`config.mk`:
```
export PLATFORM = sky130hd
export DESIGN_NAME = cpu_run_ctrl
export DESIGN_NICKNAME = d
export VERILOG_FILES = /design/src/rtl/cpu_run_ctrl_pkg.sv /design/src/rtl/cpu_run_ctrl_sat_counter.sv /design/src/rtl/cpu_run_ctrl.sv
export SDC_FILE = /design/constraint.sdc
export NUM_CORES = 1
export LEC_CHECK = 0
export BUFFER_PORTS_ARGS = -buffer_cell sky130_fd_sc_hd__buf_2
export CAP_MARGIN = 20
export CORE_AREA = 4 4 103 105
export CTS_CLUSTER_DIAMETER = 40
export DETAILED_ROUTE_END_ITERATION = 7
export DIE_AREA = 0 0 107 109
export PLACE_DENSITY = 0.73
export SLEW_MARGIN = 15
export SYNTH_ARGS = -nofsm -noshare
export SYNTH_HDL_FRONTEND = slang
export SYNTH_SLANG_ARGS = --single-unit
```
`constraint.sdc`:
```
create_clock -name clk -period 3.7 [get_ports clk]
set_input_delay 0.37 -clock clk [delete_from_list [all_inputs] [get_ports clk]]
set_output_delay 0.37 -clock clk [all_outputs]
set_load 0.03 [all_outputs]
```
`src/rtl/cpu_run_ctrl_pkg.sv`:
```
// Shared types for the CPU run controller: FSM states, run modes and stop causes.
package cpu_run_ctrl_pkg;

    typedef enum logic [2:0] {
        S_IDLE,
        S_RESET,
        S_RUN,
        S_STEP_WAIT,
        S_HALT
    } state_t;

    typedef enum logic [1:0] {
        MODE_FREE = 2'd0,
        MODE_STEP = 2'd1,
        MODE_BP   = 2'd2
    } mode_t;

    typedef enum logic [1:0] {
        CAUSE_BUDGET = 2'd0,
        CAUSE_BP     = 2'd1,
        CAUSE_ABORT  = 2'd2,
        CAUSE_SAT    = 2'd3
    } cause_t;

    // Mode code 3 has no meaning of its own and behaves as free-run.
    function automatic mode_t decode_mode(input logic [1:0] m);
        case (m)
            2'd1:    return MODE_STEP;
            2'd2:    return MODE_BP;
            default: return MODE_FREE;
        endcase
    endfunction

endpackage

```
`src/rtl/cpu_run_ctrl_sat_counter.sv`:
```
// Up-counter with synchronous clear that sticks at all-ones instead of wrapping.
module cpu_run_ctrl_sat_counter #(
    parameter int W = 16
) (
    input  logic         clk,
    input  logic         rst,
    input  logic         clr,
    input  logic         en,
    output logic [W-1:0] cnt,
    output logic         sat
);

    assign sat = &cnt;

    always_ff @(posedge clk) begin
        if (!rst)
            cnt <= '0;
        else if (clr)
            cnt <= '0;
        else if (en && !sat)
            cnt <= cnt + W'(1);
    end

endmodule

```
`src/rtl/cpu_run_ctrl.sv`:
```
// Run controller for the lab CPU: reset sequencing, then free-run, single-step
// or run-to-breakpoint through a clock enable, reporting why the run stopped.
module cpu_run_ctrl
    import cpu_run_ctrl_pkg::*;
#(
    parameter int PC_WIDTH  = 32,
    parameter int CNT_WIDTH = 16,
    parameter int RST_HOLD  = 2
) (
    input  logic                 clk,
    input  logic                 rst,
    input  logic                 start,
    input  logic [1:0]           mode,
    input  logic [CNT_WIDTH-1:0] budget,
    input  logic                 step,
    input  logic                 abort,
    input  logic [PC_WIDTH-1:0]  bp_addr,
    input  logic [PC_WIDTH-1:0]  cpu_pc,
    output logic                 cpu_rst,
    output logic                 cpu_en,
    output logic                 busy,
    output logic                 done,
    output logic [1:0]           stop_cause,
    output logic [CNT_WIDTH-1:0] cycle_cnt
);

    localparam logic [CNT_WIDTH-1:0] ONE       = CNT_WIDTH'(1);
    localparam logic [CNT_WIDTH-1:0] SAT_LAST  = ~ONE;
    localparam logic [CNT_WIDTH-1:0] HOLD_LAST = CNT_WIDTH'(RST_HOLD - 1);

    state_t                state;
    mode_t                 mode_q;
    cause_t                cause_q, cause_nxt;
    logic [CNT_WIDTH-1:0]  budget_q;
    logic [PC_WIDTH-1:0]   bp_q;
    logic [CNT_WIDTH-1:0]  hold_cnt;
    logic                  hold_sat, hold_last, cyc_sat;
    logic                  active, hit_abort, hit_bp, hit_budget, hit_sat, stop;

    assign stop_cause = cause_q;
    assign hold_last  = (hold_cnt == HOLD_LAST) || hold_sat;

    cpu_run_ctrl_sat_counter #(.W(CNT_WIDTH)) u_cycle_cnt (
        .clk (clk),
        .rst (rst),
        .clr (state == S_IDLE && start),
        .en  (cpu_en),
        .cnt (cycle_cnt),
        .sat (cyc_sat)
    );

    cpu_run_ctrl_sat_counter #(.W(CNT_WIDTH)) u_hold_cnt (
        .clk (clk),
        .rst (rst),
        .clr (state == S_IDLE),
        .en  (state == S_RESET),
        .cnt (hold_cnt),
        .sat (hold_sat)
    );

    // Abort and breakpoint gate cpu_en in the same cycle; budget and saturation
    // are detected on the last enabled cycle so done follows it immediately.
    always_comb begin
        active     = (state == S_RESET) || (state == S_RUN) || (state == S_STEP_WAIT);
        hit_abort  = active && abort;
        hit_bp     = active && (mode_q == MODE_BP) && (cpu_pc == bp_q);
        cpu_en     = (state == S_RUN) && !hit_abort && !hit_bp;
        hit_budget = cpu_en && (budget_q != '0) && (cycle_cnt == budget_q - ONE);
        hit_sat    = active && (cyc_sat || (cpu_en && cycle_cnt == SAT_LAST));
        stop       = hit_abort || hit_bp || hit_budget || hit_sat;
        if (hit_abort)
            cause_nxt = CAUSE_ABORT;
        else if (hit_bp)
            cause_nxt = CAUSE_BP;
        else if (hit_budget)
            cause_nxt = CAUSE_BUDGET;
        else
            cause_nxt = CAUSE_SAT;
    end

    always_ff @(posedge clk) begin
        if (!rst) begin
            state    <= S_IDLE;
            mode_q   <= MODE_FREE;
            budget_q <= '0;
            bp_q     <= '0;
            cause_q  <= CAUSE_BUDGET;
            cpu_rst  <= 1'b0;
            busy     <= 1'b0;
            done     <= 1'b0;
        end else begin
            done <= 1'b0;
            if (stop) begin
                state   <= S_HALT;
                cause_q <= cause_nxt;
                cpu_rst <= 1'b1;
                done    <= 1'b1;
            end else begin
                case (state)
                    S_IDLE: begin
                        cpu_rst <= 1'b1;
                        if (start) begin
                            mode_q   <= decode_mode(mode);
                            budget_q <= budget;
                            bp_q     <= bp_addr;
                            cause_q  <= CAUSE_BUDGET;
                            cpu_rst  <= 1'b0;
                            busy     <= 1'b1;
                            state    <= S_RESET;
                        end
                    end
                    S_RESET: begin
                        if (hold_last) begin
                            cpu_rst <= 1'b1;
                            state   <= (mode_q == MODE_STEP) ? S_STEP_WAIT : S_RUN;
                        end
                    end
                    S_RUN: begin
                        if (mode_q == MODE_STEP)
                            state <= S_STEP_WAIT;
                    end
                    S_STEP_WAIT: begin
                        if (step)
                            state <= S_RUN;
                    end
                    S_HALT: begin
                        busy  <= 1'b0;
                        state <= S_IDLE;
                    end
                    default: state <= S_IDLE;
                endcase
            end
        end
    end

endmodule
```
==> results of run 1 <==
[power groups by stage]
stage                     registers, W  logic (W)  clock network [W]
after floorplan                0.00128    0.00101                  0
after global placement         0.00130    0.00129                  0
after detailed placement       0.00131    0.00132                  0
after CTS                      0.00129    0.00132           0.000901
after global routing           0.00132    0.00148           0.000937
final                          0.00129    0.00132           0.000885
[cells by family after synthesis]
family,after synthesis
AND/OR/NAND/NOR,282
AO/OA/AOI/OAI,123
flip-flops,90
XOR/XNOR,68
buffers and inverters,42
adder cells (fa/ha/maj),5
multiplexers,1
[worst register-to-register path, cell delays in order, from the launching register on]
cell	delay [ns]
dfxtp_1	0.39
nor4_1	0.84
a41oi_1	0.24
o2111ai_1	0.26
o311ai_1	0.18
a41oi_2	0.28
nand2_2	0.14
o32ai_2	0.26
[state kept, by name, indices dropped and copies added, names as in the netlist]
name / count
stop_cause: 2
done: 1
u_cycle_cnt.cnt: 16
state: 3
cpu_rst: 1
mode_q: 2
u_hold_cnt.cnt: 16
busy: 1
budget_q: 16
bp_q: 32
[stage by stage]
stage | area, sq um | utilization | setup WS, ns | hold WS (ns)
after floorplan | 4920 | - | 1.33 | 0.455
after global placement | 5540 | 0.575 | 1.19 | 0.464
after detailed placement | 5540 | 0.575 | 1.11 | 0.470
after CTS | 5810 | 0.603 | 0.790 | 0.238
after global routing | 5810 | 0.603 | 0.604 | 0.249
final | 5810 | 0.603 | 0.757 | 0.250
[how the worst max path moves through the flow]
stage | slack (ns) | start | cells past startpoint | endpoint
final | 0.76 | state[0] | 6 | cpu_en
after global routing | 0.60 | state[0] | 6 | cpu_en
after CTS | 0.79 | state[0] | 6 | cpu_en
after detailed placement | 1.11 | cpu_pc[25] | 8 | u_cycle_cnt.cnt[11]
after global placement | 1.19 | budget_q[3] | 7 | stop_cause[1]
after floorplan | 1.33 | budget_q[3] | 9 | stop_cause[1]
[cell usage in the layout (no fill, tap or decap), types with 5 or more instances in the layout]
master and count:
nand2b_1 6, nor3_1 15, buf_4 5, o21ai_0 15, clkbuf_8 10, or3_1 11
ha_1 5, nor4_1 12, o31ai_1 7, dfxtp_1 90, nand3b_1 5, inv_1 11
xor2_1 19, nand2_1 120, nand3_1 18, a21oi_1 19, xnor2_1 49, buf_2 108
nor2_1 37, or4_1 5, nand4_1 27, a21boi_0 50
[area by class of cell]
class,count,share of cell area
clock inverter,5,0.0215
timing repair buffer,113,0.0995
multi-input combinational,479,0.509
clock buffer,11,0.0243
inverter,11,0.00711
tap,133,0.0287
sequential,90,0.310
[routing by layer]
layer / track usage / wire length [microns] / vias up
met4: 0.0858 / 255 / 2
met1: 0.309 / 5580 / 2139
li1: - / - / 2335
met2: 0.360 / 5820 / 160
met3: 0.0515 / 1050 / 23
met5: 0 / 9 / -
==> summary.txt, run 1 <==
Run status
  – Status: finished, final reports clean

Timing
  – Final hold vios: 0
  – Min Tclk post-route: 2.94 ns
  – Clk_skew: 0.00979 ns
  – Max-slew violations: 0
  – Final Cycle Share: 0.795
  – Maximum clock frequency: approximately 340 MHz
  – RSZ-0062 raised after global routing: no
  – Slew Limit Headroom: 0.368
  – Least-Margin Pin Slew: 0.939 ns
  – Final setup violation count: 0
  – Setup TNS: 0 ns

Synthesis
  – Synth Warn #: 0
  – FFs w/ async S/R, synth: 0
  – Leading area contributor after synthesis: dfxtp_1
  – Post-Synth Simple-Gate Area: 0.283
  – FF+latch count, synth: 90
  – EDFF count, synth: 0
  – Cells after Synth: 611
  – Synth cell count leaders: 120 x nand2_1, 90 x dfxtp_1, 50 x a21boi_0
  – Seq/Total Area, Yosys: 0.366
  – Net count after synthesis: 703
  – Most frequent cell after synthesis: nand2_1
  – Synth Flop Type: dfxtp_1
  – Cell variety after synth: 63
  – Mux contribution to synthesized area: 0.00203
  – Adder-Cell Fraction of Synth Area: 0.0127
  – Top cells by area, synth: dfxtp_1 37%, nand2_1 9.1%, xnor2_1 8.7%
  – Largest family of logic cells by synthesized area: simple AND/OR/NAND/NOR gates
  – Fraction of synthesized cell area in xor and xnor cells: 0.121
  – Syn avg cell area: 8.06 sq um
  – Synth top area share: 0.366
  – Netlist Area Pre-Place: 0.00492 sq mm
  – Compound-Gate Fraction of Synth Area: 0.182

Setup path
  – WP buf/inv: 1
  – Req. time, crit path: 3.33 ns
  – Crit start category: flop
  – Critical-path cell list: o21ba_2, nand4_1, nor4_1, nand3_1, and2_1, buf_2
  – RR Startpoint: budget_q[3]
  – Register-to-Register Setup Slack: 1.04 ns
  – Crit. End Element: primary output
  – R2r endpoint: stop_cause[1]
  – Crit Path Max Fanout: 10
  – Largest stage delay on the critical path: 0.50 ns
  – R2R depth: 7
  – Delay-heaviest family, CP: simple AND/OR/NAND/NOR gates
  – Crit Path Class: reg2out
  – CP max-delay cell: dfxtp_1
  – CP Data Arrival Time: between 2 and 3 ns

Layout
  – P&R area growth vs syn: 17.9%
  – Number of nets in the layout: just under 800
  – Share of cells above drive strength 1: 0.206
  – Sequential Area: 0.00180 sq mm
  – # diodes: 0
  – Area of the multi-input gates: 0.00295 sq mm
  – Post-Layout Cell Count: 842
  – Fill count: 909

Routing
  – Vias/cell: 5.53
  – Post-Route WL: 12,700 microns
  – DRC Markers: 0
  – Via count: about 4,700
  – Routed length per placed instance: roughly 15 microns
  – Final ANT Viol Nets: 0
  – Initial DRT Pass Iterations: 5
  – DR iter-0 viols: 312

Place
  – Port buffer count: 108
  – GPL Wtd Cong: 0.922
  – Dpl hpwl: 9640 microns
  – Post-Place Cells: 826

Min path
  – End of the worst hold path: bp_q[14]
  – Worst hold start: bp_addr[14]
  – Worst min-delay path category: in2reg
  – Worst hold path depth: 3

Die
  – Chip Width: 107 microns
  – Row Count: 36
  – Die height: between 100 and 150 microns
  – Core area: 0.00964 sq mm
  – Top-Level Pins: between 100 and 150
  – Die Area: between 0.01 and 0.015 sq mm
  – Initial core utilization: 0.511

Power
  – Power Internal: 0.00217 W
  – Tot Pwr: 0.00349 W
  – Max IR drop VDD: 0.000268 V
  – Net Sw Frac: 0.379
  – Reg power frac: 0.368
  – Logic pwr share: 0.378
  – Leak: around 2.1 nW
  – Clock share of power: 0.253
  – PD cells: 601 mW/mm^2
  – P_sw: ~0.0013 W

CTS
  – Clock transition at path regs: 0.09 ns
  – TritonCTS Buffers: 9
  – Clock latency on the worst-skew pair: 0.36 ns
  – CTS tree: done
  – Root Buffer Master: clkbuf_8
  – CTS-repair resized insts: 0
  – Postcts setup bufs: 0
  – Maximum buffer depth of the clock tree: 2
  – CTS Hold Buffers Added: 0
  – Sink Count: 90
  – CTS H-tree lvls: 3

Global route
  – Vias in the first global route: 4,403
  – First-pass GRT wire length: 21,400 microns
  – Total track usage: 0.229
  – Grt total ovfl: 0
  – Initial antenna violation count: 1
  – Largest net degree at the start of global routing: 60

Run
  – MaxCap Viol Count: 0
No activity file was read; power rests on OpenSTA's default activity.
==> inputs of run 2 (changes only) <==
--- a/config.mk
+++ b/config.mk
@@ -7,10 +7,10 @@
 export LEC_CHECK = 0
 export BUFFER_PORTS_ARGS = -buffer_cell sky130_fd_sc_hd__buf_2
 export CAP_MARGIN = 20
-export CORE_AREA = 4 4 103 105
+export CORE_AREA = 4 4 106 108
 export CTS_CLUSTER_DIAMETER = 40
 export DETAILED_ROUTE_END_ITERATION = 7
-export DIE_AREA = 0 0 107 109
+export DIE_AREA = 0 0 110 112
 export PLACE_DENSITY = 0.73
 export SLEW_MARGIN = 15
 export SYNTH_ARGS = -nofsm -noshare
==> constraint.sdc (replaced) <==
create_clock -name clk -period 2.5 [get_ports clk]
set_input_delay 0.25 -clock clk [delete_from_list [all_inputs] [get_ports clk]]
set_output_delay 0.25 -clock clk [all_outputs]
set_load 0.03 [all_outputs]
==> run 2 against run 1 <==
Sequential power up 44%; clock power up 15%; wire length rose by 3.5%; critical path depth up 5; worst setup slack worse by 0.63 ns; clock-buffer cell count increased by 1; flip-flop and latch count unchanged; register-to-register slack got worse by 0.92 ns; via count grew 1.4%; die area increased by 5.6%; hold slack got worse by 0.13 ns.
==> summary.txt, run 2 (synthesis results as in run 1) <==
Run status
  – Status: finished, final reports clean (unchanged)

Routing
  – Routed length per placed instance: 15.1 microns (about the same)
  – DRC Markers: 0 (unchanged)
  – Post-Route WL: 13,100 microns (was 12,700 microns)
  – Initial DRT Pass Iterations: 4 (was 5)
  – Via count: 4,724 (was 4,659)
  – DR iter-0 viols: 227 (was 312)
  – Vias/cell: 5.44 (was 5.53)
  – Final ANT Viol Nets: 0 (unchanged)

Timing
  – Max-slew violations: 0 (unchanged)
  – Clk_skew: 0.00774 ns (was 0.00979 ns)
  – Final hold vios: 0 (unchanged)
  – Least-Margin Pin Slew: 0.626 ns (was 0.939 ns)
  – Final setup violation count: 0 (unchanged)
  – Slew Limit Headroom: 0.582 (was 0.368)
  – Min Tclk post-route: 2.38 ns
  – Final Cycle Share: 0.950
  – Maximum clock frequency: 421 MHz
  – Setup TNS: 0 ns (unchanged)

Die
  – Top-Level Pins: 109 (unchanged)
  – Die Area: 0.0123 sq mm (was 0.0117 sq mm)
  – Row Count: 37 (was 36)
  – Initial core utilization: 0.481 (was 0.511)
  – Core area: 0.0102 sq mm (was 0.00964 sq mm)
  – Chip Width: 110 microns (was 107 microns)
  – Die height: 112 microns (was 109 microns)

Setup path
  – Crit. End Element: flop (was primary output)
  – Req. time, crit path: 2.74 ns (was 3.33 ns)
  – Crit Path Class: reg2reg (was reg2out)
  – Crit Path Max Fanout: 7 (was 10)
  – R2R depth: 11 (was 7)
  – Worst Setup SP: budget_q[0] (was state[0])
  – Crit start category: flop (unchanged)
  – CP Data Arrival Time: 2.61 ns (was 2.57 ns)
  – RR Startpoint: budget_q[0] (was budget_q[3])

CTS
  – Clock transition at path regs: 0.09 ns (about the same)
  – CTS tree: done (unchanged)
  – TritonCTS Buffers: 9 (unchanged)
  – CTS Hold Buffers Added: 0 (unchanged)
  – Sink Count: 90 (unchanged)
  – Maximum buffer depth of the clock tree: 2 (unchanged)
  – Root Buffer Master: clkbuf_8 (unchanged)
  – CTS H-tree lvls: 3 (unchanged)
  – Clock latency on the worst-skew pair: 0.36 ns (about the same)

Global route
  – Vias in the first global route: 4,543 (was 4,403)
  – First-pass GRT wire length: 21,300 microns (was 21,400 microns)
  – Initial antenna violation count: 0 (was 1)
  – Met2 Use GR: 0.344 (was 0.360)
  – Total track usage: 0.215 (was 0.229)
  – Grt total ovfl: 0 (unchanged)
  – GRT busiest layer: met2 (unchanged)
  – GRT met1 Usage: 0.276 (was 0.309)
  – Met3 global-route usage: 0.0446 (was 0.0515)
  – Largest net degree at the start of global routing: 52 (was 60)

Layout
  – P&R area growth vs syn: 22.3% (was 17.9%)
  – Post-layout util: 0.588 (was 0.603)
  – Share of cells above drive strength 1: 0.251 (was 0.206)
  – Commonest non-fill, non-tap cell in the layout: nand2_1 (unchanged)
  – Number of nets in the layout: 819 (was 796)
  – # diodes: 0 (unchanged)
  – Max reg flops: 32 (unchanged)
  – Largest reg by FF count: bp_q (unchanged)
  – Final instance area: 0.00602 sq mm (was 0.00581 sq mm)
  – Commonest cells after routing, fill and taps aside: 120 x nand2_1, 108 x buf_2, 87 x dfxtp_1, 50 x a21boi_0, 48 x xnor2_1 (was 120 x nand2_1, 108 x buf_2, 90 x dfxtp_1, 50 x a21boi_0, 49 x xnor2_1)

Power
  – Max IR drop VDD: 0.000404 V (was 0.000268 V)
  – Tot Pwr: 0.00515 W (was 0.00349 W)
  – PD cells: 856 mW/mm^2 (was 601 mW/mm^2)
  – Leak: 2.25 nW (was 2.14 nW)

Min path
  – Worst min-delay path category: in2reg (unchanged)
  – Worst hold start: bp_addr[11] (was bp_addr[14])
  – Worst hold path depth: 3 (unchanged)

Place
  – Dpl hpwl: 9960 microns (was 9640 microns)
  – GPL Wtd Cong: 0.889 (was 0.922)
  – Placed Instance Area: 0.00569 sq mm (was 0.00554 sq mm)
  – Port buffer count: 108 (unchanged)

Run
  – MaxCap Viol Count: 0 (unchanged)
[run 2: layout make-up]
class / count / area, sq um
Clock buffer: 12 / 145
Inverter: 11 / 41.3
Tap cell: 136 / 170
Timing Repair Buffer: 136 / 763
Clock inverter: 4 / 51.3
Sequential cell: 90 / 1810
Multi-Input combinational cell: 479 / 3040
Fill cell: 965 / 4210
[run 2: worst paths after layout]
check,end,slack (ns)
worst max-delay path,stop_cause[1],0.12
worst min-delay path,bp_q[11],0.12
worst max register to register,stop_cause[1],0.12
worst min register to register,bp_q[21],0.48
[run 2: power by group]
| part | leakage [nW] | internal [W] | switching, W |
|---|---|---|---|
| Clock | 0.0966 | 0.000491 | 0.000532 |
| Combinational | 1.42 | 0.000954 | 0.00131 |
| Sequential | 0.735 | 0.00167 | 0.000197 |
| Total | 2.25 | 0.00311 | 0.00204 |
[run 2: what timing repair did]
item / in CTS / in global routing
setup buffers: 1 / 4
hold endpoints to repair: 0 / 0
resized for setup: 2 / 16
setup endpoints to repair: 2 / 6
pin swaps: 1 / 5
[run 2: per-layer routing]
metal	wire length, microns	up-vias	share of wire
li1	-	2382	-
met1	5990	2204	0.46
met2	6150	120	0.47
met3	727	18	0.055
met4	280	0	0.021
met5	0	-	0
[run 2: per-stage QoR]
step	instances	hold WS [ns]	setup WS [ns]
after floorplan	611	0.391	0.130
after global placement	847	0.463	0.0469
after detailed placement	847	0.470	-0.00897
after CTS	864	0.111	0.0586
after global routing	868	0.129	-0.00440
final	868	0.123	0.124
[run 2: critical path, cell delays in order (launching register included)]
cell	delay, ns
dfxtp_2	0.41
inv_1	0.09
ha_4	0.18
nor3b_2	0.15
buf_4	0.17
buf_4	0.13
xnor2_1	0.13
nand4_1	0.13
o311ai_2	0.31
a41oi_2	0.22
a31oi_2	0.24
o32ai_2	0.09
